<file path="src/rtl/seq_divider_16by8_pkg.sv">
// div_pkg: shared state encoding and width constants for the sequential divider.
package div_pkg;
  localparam int DIV_N = 8;
  localparam logic [DIV_N-1:0] DIV_ERR_Q = '1;
  typedef enum logic [1:0] {IDLE, CALC, DONE} div_state_t;
endpackage

</file>
<file path="src/rtl/seq_divider_16by8_if.sv">
// seq_divider_16by8_if: operand/result handshake bundle between divider and its client.
interface seq_divider_16by8_if
  import div_pkg::*;
#(parameter int N = DIV_N);
  logic in_valid, in_ready, out_valid, out_ready, div_by_zero, overflow;
  logic [2*N-1:0] dividend;
  logic [N-1:0] divisor, quotient, remainder;
  modport master (
    output in_valid, dividend, divisor, out_ready,
    input  in_ready, out_valid, quotient, remainder, div_by_zero, overflow
  );
  modport slave (
    input  in_valid, dividend, divisor, out_ready,
    output in_ready, out_valid, quotient, remainder, div_by_zero, overflow
  );
endinterface

</file>
<file path="src/rtl/seq_divider_16by8_div_step.sv">
// div_step: one restoring-division iteration (trial subtract and select).
module div_step #(parameter int N = 8) (
  input  logic [N:0]   i_t,
  input  logic [N-1:0] i_d,
  output logic [N-1:0] o_r,
  output logic         o_bit
);
  logic [N+1:0] w_diff;
  assign w_diff = {1'b0, i_t} - {2'b00, i_d};
  // R < D is invariant, so a non-negative difference always fits in N bits
  assign o_bit = ~|w_diff[N+1:N];
  assign o_r = o_bit ? w_diff[N-1:0] : i_t[N-1:0];
endmodule

</file>
<file path="src/rtl/seq_divider_16by8.sv">
// seq_divider_16by8: 2N/N restoring divider, one quotient bit per cycle behind valid/ready.
module seq_divider_16by8
  import div_pkg::*;
#(parameter int N = DIV_N) (
  input logic clk,
  input logic rst_n,
  seq_divider_16by8_if.slave bus
);
  localparam int CW = $clog2(N);
  div_state_t r_state, w_next;
  logic [N-1:0] r_r, r_q, r_d, r_quot, r_rem, w_r;
  logic [CW-1:0] r_cnt;
  logic r_dbz, r_ovf, w_bit, w_acc, w_zero, w_ovf, w_last;
  assign w_acc = bus.in_valid && r_state == IDLE;
  assign w_zero = bus.divisor == '0;
  assign w_ovf = !w_zero && bus.dividend[2*N-1:N] >= bus.divisor;
  assign w_last = r_cnt == CW'(N-1);
  div_step #(.N(N)) u_step (
    .i_t  ({r_r, r_q[N-1]}),
    .i_d  (r_d),
    .o_r  (w_r),
    .o_bit(w_bit)
  );
  always_ff @(posedge clk)
    r_state <= !rst_n ? IDLE : w_next;
  always_comb begin
    w_next = r_state;
    if (r_state == IDLE && bus.in_valid) w_next = (w_zero || w_ovf) ? DONE : CALC;
    else if (r_state == CALC && w_last) w_next = DONE;
    else if (r_state == DONE && bus.out_ready) w_next = IDLE;
  end
  always_ff @(posedge clk) begin
    if (!rst_n) begin
      r_r <= '0;
      r_q <= '0;
      r_d <= '0;
      r_cnt <= '0;
      r_quot <= '0;
      r_rem <= '0;
      r_dbz <= 1'b0;
      r_ovf <= 1'b0;
    end else if (w_acc) begin
      r_r <= bus.dividend[2*N-1:N];
      r_q <= bus.dividend[N-1:0];
      r_d <= bus.divisor;
      r_cnt <= '0;
      r_dbz <= w_zero;
      r_ovf <= w_ovf;
      if (w_zero || w_ovf) begin
        r_quot <= '1;
        r_rem <= '0;
      end
    end else if (r_state == CALC) begin
      r_r <= w_r;
      r_q <= {r_q[N-2:0], w_bit};
      r_cnt <= r_cnt + 1'b1;
      if (w_last) begin
        r_quot <= {r_q[N-2:0], w_bit};
        r_rem <= w_r;
      end
    end
  end
  assign bus.in_ready = r_state == IDLE;
  assign bus.out_valid = r_state == DONE;
  assign bus.quotient = r_quot;
  assign bus.remainder = r_rem;
  assign bus.div_by_zero = r_dbz;
  assign bus.overflow = r_ovf;
endmodule

</file>
<file path="src/flat_wrapper.sv">
// flat-port wrapper written by rule: the top's interface ports become plain ports
module seq_divider_16by8_flat import div_pkg::*;
#(parameter int N = DIV_N)
  (clk, rst_n, bus_in_valid, bus_dividend, bus_divisor, bus_out_ready, bus_in_ready, bus_out_valid, bus_quotient, bus_remainder, bus_div_by_zero, bus_overflow);
  seq_divider_16by8_if #(.N(N)) bus_i ();
  input logic clk;
  input logic rst_n;
  input wire logic [$bits(bus_i.in_valid)-1:0] bus_in_valid;
  input wire logic [$bits(bus_i.dividend)-1:0] bus_dividend;
  input wire logic [$bits(bus_i.divisor)-1:0] bus_divisor;
  input wire logic [$bits(bus_i.out_ready)-1:0] bus_out_ready;
  output wire logic [$bits(bus_i.in_ready)-1:0] bus_in_ready;
  output wire logic [$bits(bus_i.out_valid)-1:0] bus_out_valid;
  output wire logic [$bits(bus_i.quotient)-1:0] bus_quotient;
  output wire logic [$bits(bus_i.remainder)-1:0] bus_remainder;
  output wire logic [$bits(bus_i.div_by_zero)-1:0] bus_div_by_zero;
  output wire logic [$bits(bus_i.overflow)-1:0] bus_overflow;
  assign bus_i.in_valid = bus_in_valid;
  assign bus_i.dividend = bus_dividend;
  assign bus_i.divisor = bus_divisor;
  assign bus_i.out_ready = bus_out_ready;
  assign bus_in_ready = bus_i.in_ready;
  assign bus_out_valid = bus_i.out_valid;
  assign bus_quotient = bus_i.quotient;
  assign bus_remainder = bus_i.remainder;
  assign bus_div_by_zero = bus_i.div_by_zero;
  assign bus_overflow = bus_i.overflow;
  seq_divider_16by8 #(.N(N)) u_core (.clk(clk), .rst_n(rst_n), .bus(bus_i));
endmodule
</file>
<file path="config.mk">
export PLATFORM = sky130hd
export DESIGN_NAME = seq_divider_16by8_flat
export DESIGN_NICKNAME = d
export VERILOG_FILES = /design/src/rtl/seq_divider_16by8_pkg.sv /design/src/rtl/seq_divider_16by8_if.sv /design/src/rtl/seq_divider_16by8_div_step.sv /design/src/rtl/seq_divider_16by8.sv /design/src/flat_wrapper.sv
export SDC_FILE = /design/constraint.sdc
export NUM_CORES = 1
export LEC_CHECK = 0
export ABC_AREA = 1
export BUFFER_PORTS_ARGS = -buffer_cell sky130_fd_sc_hd__buf_2
export CAP_MARGIN = 20
export CORE_UTILIZATION = 57
export CTS_CLUSTER_DIAMETER = 50
export CTS_CLUSTER_SIZE = 28
export DETAILED_ROUTE_END_ITERATION = 10
export GPL_TIMING_DRIVEN = 0
export HOLD_SLACK_MARGIN = 0.03
export PLACE_DENSITY = 0.82
export SLEW_MARGIN = 20
export SYNTH_ARGS = -nofsm -noshare
export SYNTH_HDL_FRONTEND = slang
export SYNTH_SLANG_ARGS = --single-unit
</file>
<file path="constraint.sdc">
create_clock -name clk -period 2.7 [get_ports clk]
set_clock_uncertainty 0.2 [all_clocks]
set_input_delay 0.54 -clock clk [delete_from_list [all_inputs] [get_ports clk]]
set_output_delay 0.54 -clock clk [all_outputs]
set_load 0.01 [all_outputs]
</file>
==> Word level (Yosys, flattened, before mapping) <==
Cells that the tools add are included.
{ "classes": {"n_addsub": 2, "magnitude_cmp": 1, "n_eq_ne": 4, "n_mux": 17, "bitwise": 1, "n_reduce_logical": 15} }
{ "op_table": {"columns": ["op", "n"], "rows": [
  ["8-bit two-way mux", 13],
  ["9-bit by 8-bit subtractor with 10-bit output", 1],
  ["8-bit greater-or-equal comparator", 1],
  ["8-bit zero test", 1],
  ["2-bit two-way mux", 4],
  ["1-bit logical AND", 4],
  ["2-bit nonzero test", 2],
  ["2-bit OR reduction", 2],
  ["3-bit by 1-bit adder with 3-bit output, second input constant", 1],
  ["3-bit == test, second input constant", 1],
  ["3-bit AND reduction", 1],
  ["3-bit nonzero test", 1],
  ["2-bit by 1-bit == test with 1-bit output, second input constant", 1],
  ["2-bit == test, second input constant", 1],
  ["1-bit zero test", 2],
  ["2-bit zero test", 1],
  ["2-bit != test, second input constant", 1],
  ["1-bit logical OR", 1],
  ["1-bit inverter", 1]
]} }
{ "word_totals": {"regBits": 47, "input_bits": 28} }

==> Longest topological paths before layout <==
{ "depth": {"depth_word": 6, "ltp_mapped": 17, "depth_no_buf": 17} }

==> Cells and area by module <==
From an unflattened synthesis, not the netlist that was laid out.
{ "hier_totals": {"hier_cells": 417, "hier_area_um2": 2897.8} }
{ "by_module_without_submodules": {"columns": ["mod", "n_inst", "cells_each", "area_per_inst_um2", "seq_area_each_um2"], "rows": [
  ["seq_divider_16by8", 1, 305, 2282.2, 940.9],
  ["div_step", 1, 112, 615.6, 0.0]
]} }

==> Worst setup path after synthesis <==
No wires, ideal clock.
{ "synth_path": {"kind": "register -> register", "from": "register u_core.r_q[7]", "to": "register u_core.r_rem[5], in the netlist u_core.bus.remainder[5]", "setup_time_ps": 109, "arrival_time_ps": 1799, "t_required_ps": 2391, "path_slack_ps": 593, "path_stages_with_launch": 17, "period_less_slack_ps": 2107, "path_cell_list": "dfxtp_1 inv_1 ha_1 inv_1 fa_1 nand2_1 nand2_1 nand3_1 nand3_2 nand2_8 nand2_8 nand2_2 nand2_2 nand2_1 nand2_1 nand2_1 inv_1"} }
{ "synth_between": {"elab_chain_cells": 6} }
{ "synth_rtl": {"columns": ["item", "line_no", "source"], "rows": [
  ["start, declared", "seq_divider_16by8.sv:11", "logic [N-1:0] r_r, r_q, r_d, r_quot, r_rem, w_r;"],
  ["start signal, assigned", "seq_divider_16by8.sv:44", "r_q <= bus.dividend[N-1:0];"],
  ["start signal, assigned", "seq_divider_16by8.sv:55", "r_q <= {r_q[N-2:0], w_bit};"],
  ["9-bit by 8-bit subtractor with 10-bit output *", "seq_divider_16by8_div_step.sv:9", "assign w_diff = {1'b0, i_t} - {2'b00, i_d};"],
  ["2-bit OR reduction", "seq_divider_16by8_div_step.sv:11", "assign o_bit = ~|w_diff[N+1:N];"],
  ["8-bit two-way mux *", "seq_divider_16by8_div_step.sv:12", "assign o_r = o_bit ? w_diff[N-1:0] : i_t[N-1:0];"],
  ["8-bit two-way mux *", "seq_divider_16by8.sv:57", "if (w_last) begin"],
  ["8-bit two-way mux *", "seq_divider_16by8.sv:53", "end else if (r_state == CALC) begin"],
  ["8-bit two-way mux *", "seq_divider_16by8.sv:42", "end else if (w_acc) begin"],
  ["end signal, assigned", "seq_divider_16by8.sv:59", "r_rem <= w_r;"],
  ["end, declared", "seq_divider_16by8.sv:11", null]
]} }
Every way passes the cells marked *; elsewhere a longest branch is shown, timed or not. The select of a mux whose other input is x is not followed.
A chain may end at the register's enable or synchronous reset.

==> Worst setup path in the final report <==
{ "layout_path": {"from": "register u_core.r_q[7]", "to": "register u_core.r_rem[7], in the netlist u_core.bus.remainder[7]"} }
The elaborated chain is that of the path after synthesis.

==> results.md <==
* Crit Path Category: reg -> reg
* Startpoint Class: flip-flop
* Period utilisation layout at 0.900
* Arrival time worst endpoint at approximately 2.5 ns
* Sw Share at 0.419
* First-pass detailed-route iteration total at 5
* Gate Count Post-Synth at around 430
* Die footprint at 5430 µm²
* Final WL at between 6000 and 7000 µm
* Largest net degree at the start of global routing at 16
* Clk Latency, worst-skew pair at 0.31 ns
* NumNets Final at 526
* Initial Util at 0.604
* Post-synthesis compound-gate area fraction at 0.172
* Net load switching power at a little under 1 mW
* Post-Synth Adder-Cell Area at 0.0837
* Crit path max fanout at 9
* Worst reg2reg path depth at 16
* Seq pwr share at 0.361
* Post-place setup slack at 0.269 ns
* DRC violations left at 0
* Syn_nets at around 470
* Routed length per instance at 12.4 µm
* Max Cap Viol at 0
* Synth area leader: dfxtp_1
* Slew HR at 0.624
* Share of layout cells above drive strength 1 at 0.202
* Clk root buf: clkbuf_8
* Drt via density at 5.07
* Req. time, crit path at 2.72 ns
* Hold_sp: u_core.bus.quotient[5]$_SDFFE_PN0P_
* Num rows at 25
* Max Slew Vio Count at 0
* Hold-critical path depth at 2
* Worst r2r src: u_core.r_q[7]$_SDFFE_PN0P_
* Seq/Total Area, Yosys at 0.321
* Largest family of logic cells by synthesized area: simple AND/OR/NAND/NOR gates
* Final worst slack at roughly 0.27 ns
* Syn_area_per_cell at 6.89 µm²
* Most common cell after layout, fill and taps aside: nand2_1
* Core box area at 4850 µm²
* Leak at 1.75 nW
* IO Count at 48
* Post-Synth Simple-Gate Area at 0.275
* Worst slew pin tran at roughly 0.56 ns
* CTS Buffer Depth at 2
* Area Overhead vs Synth at 14.2%
* Post-CTS setup buffers at 0
* Synth Warn # at 0
* Internal power at 1.35 mW
* Post-cts resize count at 0
* CTS Hold Bufs at 0
* CTS Buf Count at 5
* Synth Cell Area at 2930 µm²
* Comb power frac at 0.439
* DP HPWL at around 5400 µm
* Total congestion overflow at 0
* Area contributors post-synth: dfxtp_1 32%, nand2_1 11%, inv_1 10%
* ANT nets after route at 0
* # diodes at 0
* Post-synthesis mux area share at 0
* Critical Path Slowest Stage Cell: fa_1
* Slowest cell delay on critical path at 0.41 ns
* Min-delay worst type: reg -> reg
* Post-synth EDFFs at 0
* GP Congestion at 0.884
* H-tree depth at 2
* Initial antenna violation count at 0
* Final setup vio count at 0
* Yosys cell types at 32
* Chip height at 73.7 µm
* FF+latch count, synth at 47
* VDD IR max at 0.310 mV
* Most frequent CP cell: nand2_1
* Clock sinks at 47
* Worst Setup SP: u_core.r_q[7]$_SDFFE_PN0P_
* Register area at 941 µm²
* Final hold slack at 0.274 ns
* Synth Flop Type: dfxtp_1
* Max Fclk at 411 MHz
* Setup TNS at 0 ns
* Crit-path cells: inv_1, ha_1, inv_1, fa_1, nand2_1, nand2_1, nand3_1, nand3_2, nand2_8, nand2_8, nand2_2, nand2_2, nand2_1, nand2_1, nand2_1, inv_1
* CTS tree: done
* Ys async rst share at 0
* CTS clk-pin slew, worst paths at 0.10 ns
* Total Routing Usage GR at 0.270
* Status: finished clean
* Vias in the first global route at 2516
* Vias at 2774
* Share of the synthesized area in the top cell type at 0.321
* Pwr per Cell Area at between 600 and 700 nW/µm²
* Final min period at 2.43 ns
* First-pass GRT wire length at 11300 µm
* Worst Setup End Kind: flip-flop
* Most frequent cells in the layout: 85 x nand2_1, 81 x inv_1, 53 x buf_2
* Multi-input gate area at 1590 µm²
* IO Port Bufs at 47
* RSZ-0062 raised after global routing: no
* Final Hold Viols at 0
* Number of DRC markers in iteration 0 at 208
* Fillers at 429
* Synth Area in XOR/XNOR at 0.0120
* Width of the die at 73.7 µm
* Clk pwr share at 0.200
cell usage after synthesis (2+ instances only):
master    count
ha_1         18
buf_2         6
a21oi_2       7
inv_2         4
dfxtp_1      47
nand4_1      10
o21ai_0      27
xor2_1        3
inv_1        81
a22o_1        6
nand2_2       8
buf_4         3
o31ai_1       7
clkbuf_1      6
nand3_2       7
nand3_1      19
a21oi_1      34
nand2_8       2
nand2_1      85
nor2_1       33
routing by layer:
layer | GRT usage | vias up | wire length [µm]
met4 | 0.0919 | 0 | 102
met5 | 0 | - | 0
met2 | 0.446 | 79 | 3100
met3 | 0.0316 | 9 | 380
met1 | 0.362 | 1224 | 3220
li1 | - | 1462 | -
power by group through the flow:
| stage | clock network (mW) | registers, mW | logic (mW) |
|---|---|---|---|
| floorplan | 0 | 0.857 | 0.770 |
| global placement | 0 | 0.852 | 0.979 |
| detailed placement | 0 | 0.857 | 1.01 |
| CTS | 0.468 | 0.841 | 1.01 |
| global route | 0.492 | 0.854 | 1.15 |
| finish | 0.467 | 0.842 | 1.02 |
worst paths after layout:
check	to	slack, ns
worst max-delay path	u_core.bus.remainder[7]$_SDFFE_PN0P_	0.27
worst min-delay path	u_core.bus.quotient[5]$_SDFFE_PN0P_	0.27
worst max register to register	u_core.bus.remainder[7]$_SDFFE_PN0P_	0.27
worst min register to register	u_core.bus.quotient[5]$_SDFFE_PN0P_	0.27
state kept, by name, indices dropped and copies added, names as in the netlist:
register / count
u_core.bus.quotient: 8
u_core.r_d: 8
u_core.bus.div_by_zero: 1
u_core.r_cnt: 3
u_core.r_r: 8
u_core.bus.remainder: 8
u_core.r_state: 2
u_core.bus.overflow: 1
u_core.r_q: 8
cells by family after synthesis:
group	Yosys count
AOI/OAI and AO/OA	85
xor gates and xnor gates	4
adders and majority gates	19
buffers and inverters	101
DFF	47
and+or+nand+nor	169
per-stage QoR:
| step | cells | total power, mW | cell area, µm² | utilization |
|---|---|---|---|---|
| 3_3_place_gp | 539 | 1.83 | 3250 | 0.670 |
| 5_1_grt | 547 | 2.50 | 3350 | 0.690 |
| 4_1_cts | 547 | 2.32 | 3350 | 0.690 |
| 2_1_floorplan | 425 | 1.63 | 2930 | - |
| 6_report | 547 | 2.33 | 3350 | 0.690 |
| 3_5_place_dp | 539 | 1.86 | 3250 | 0.670 |
area by class of cell:
type                            count  area share
Tap cell                           67      0.0251
Timing Repair Buffer               47      0.0703
Buffer                             15      0.0224
Inverter                           86      0.0965
Clock inverter                      2     0.00411
Multi-Input combinational cell    277       0.476
Clock buffer                        6      0.0247
Sequential cell                    47       0.281
worst max-delay path, delay by kind of cell, from the launching register on:
family | cells | cell delay (ns)
fa+ha+maj | 2 | 0.56
buf+inv | 3 | 0.20
flops | 1 | 0.33
simple gates | 11 | 1.03
No activity file was read; power rests on OpenSTA's default activity.
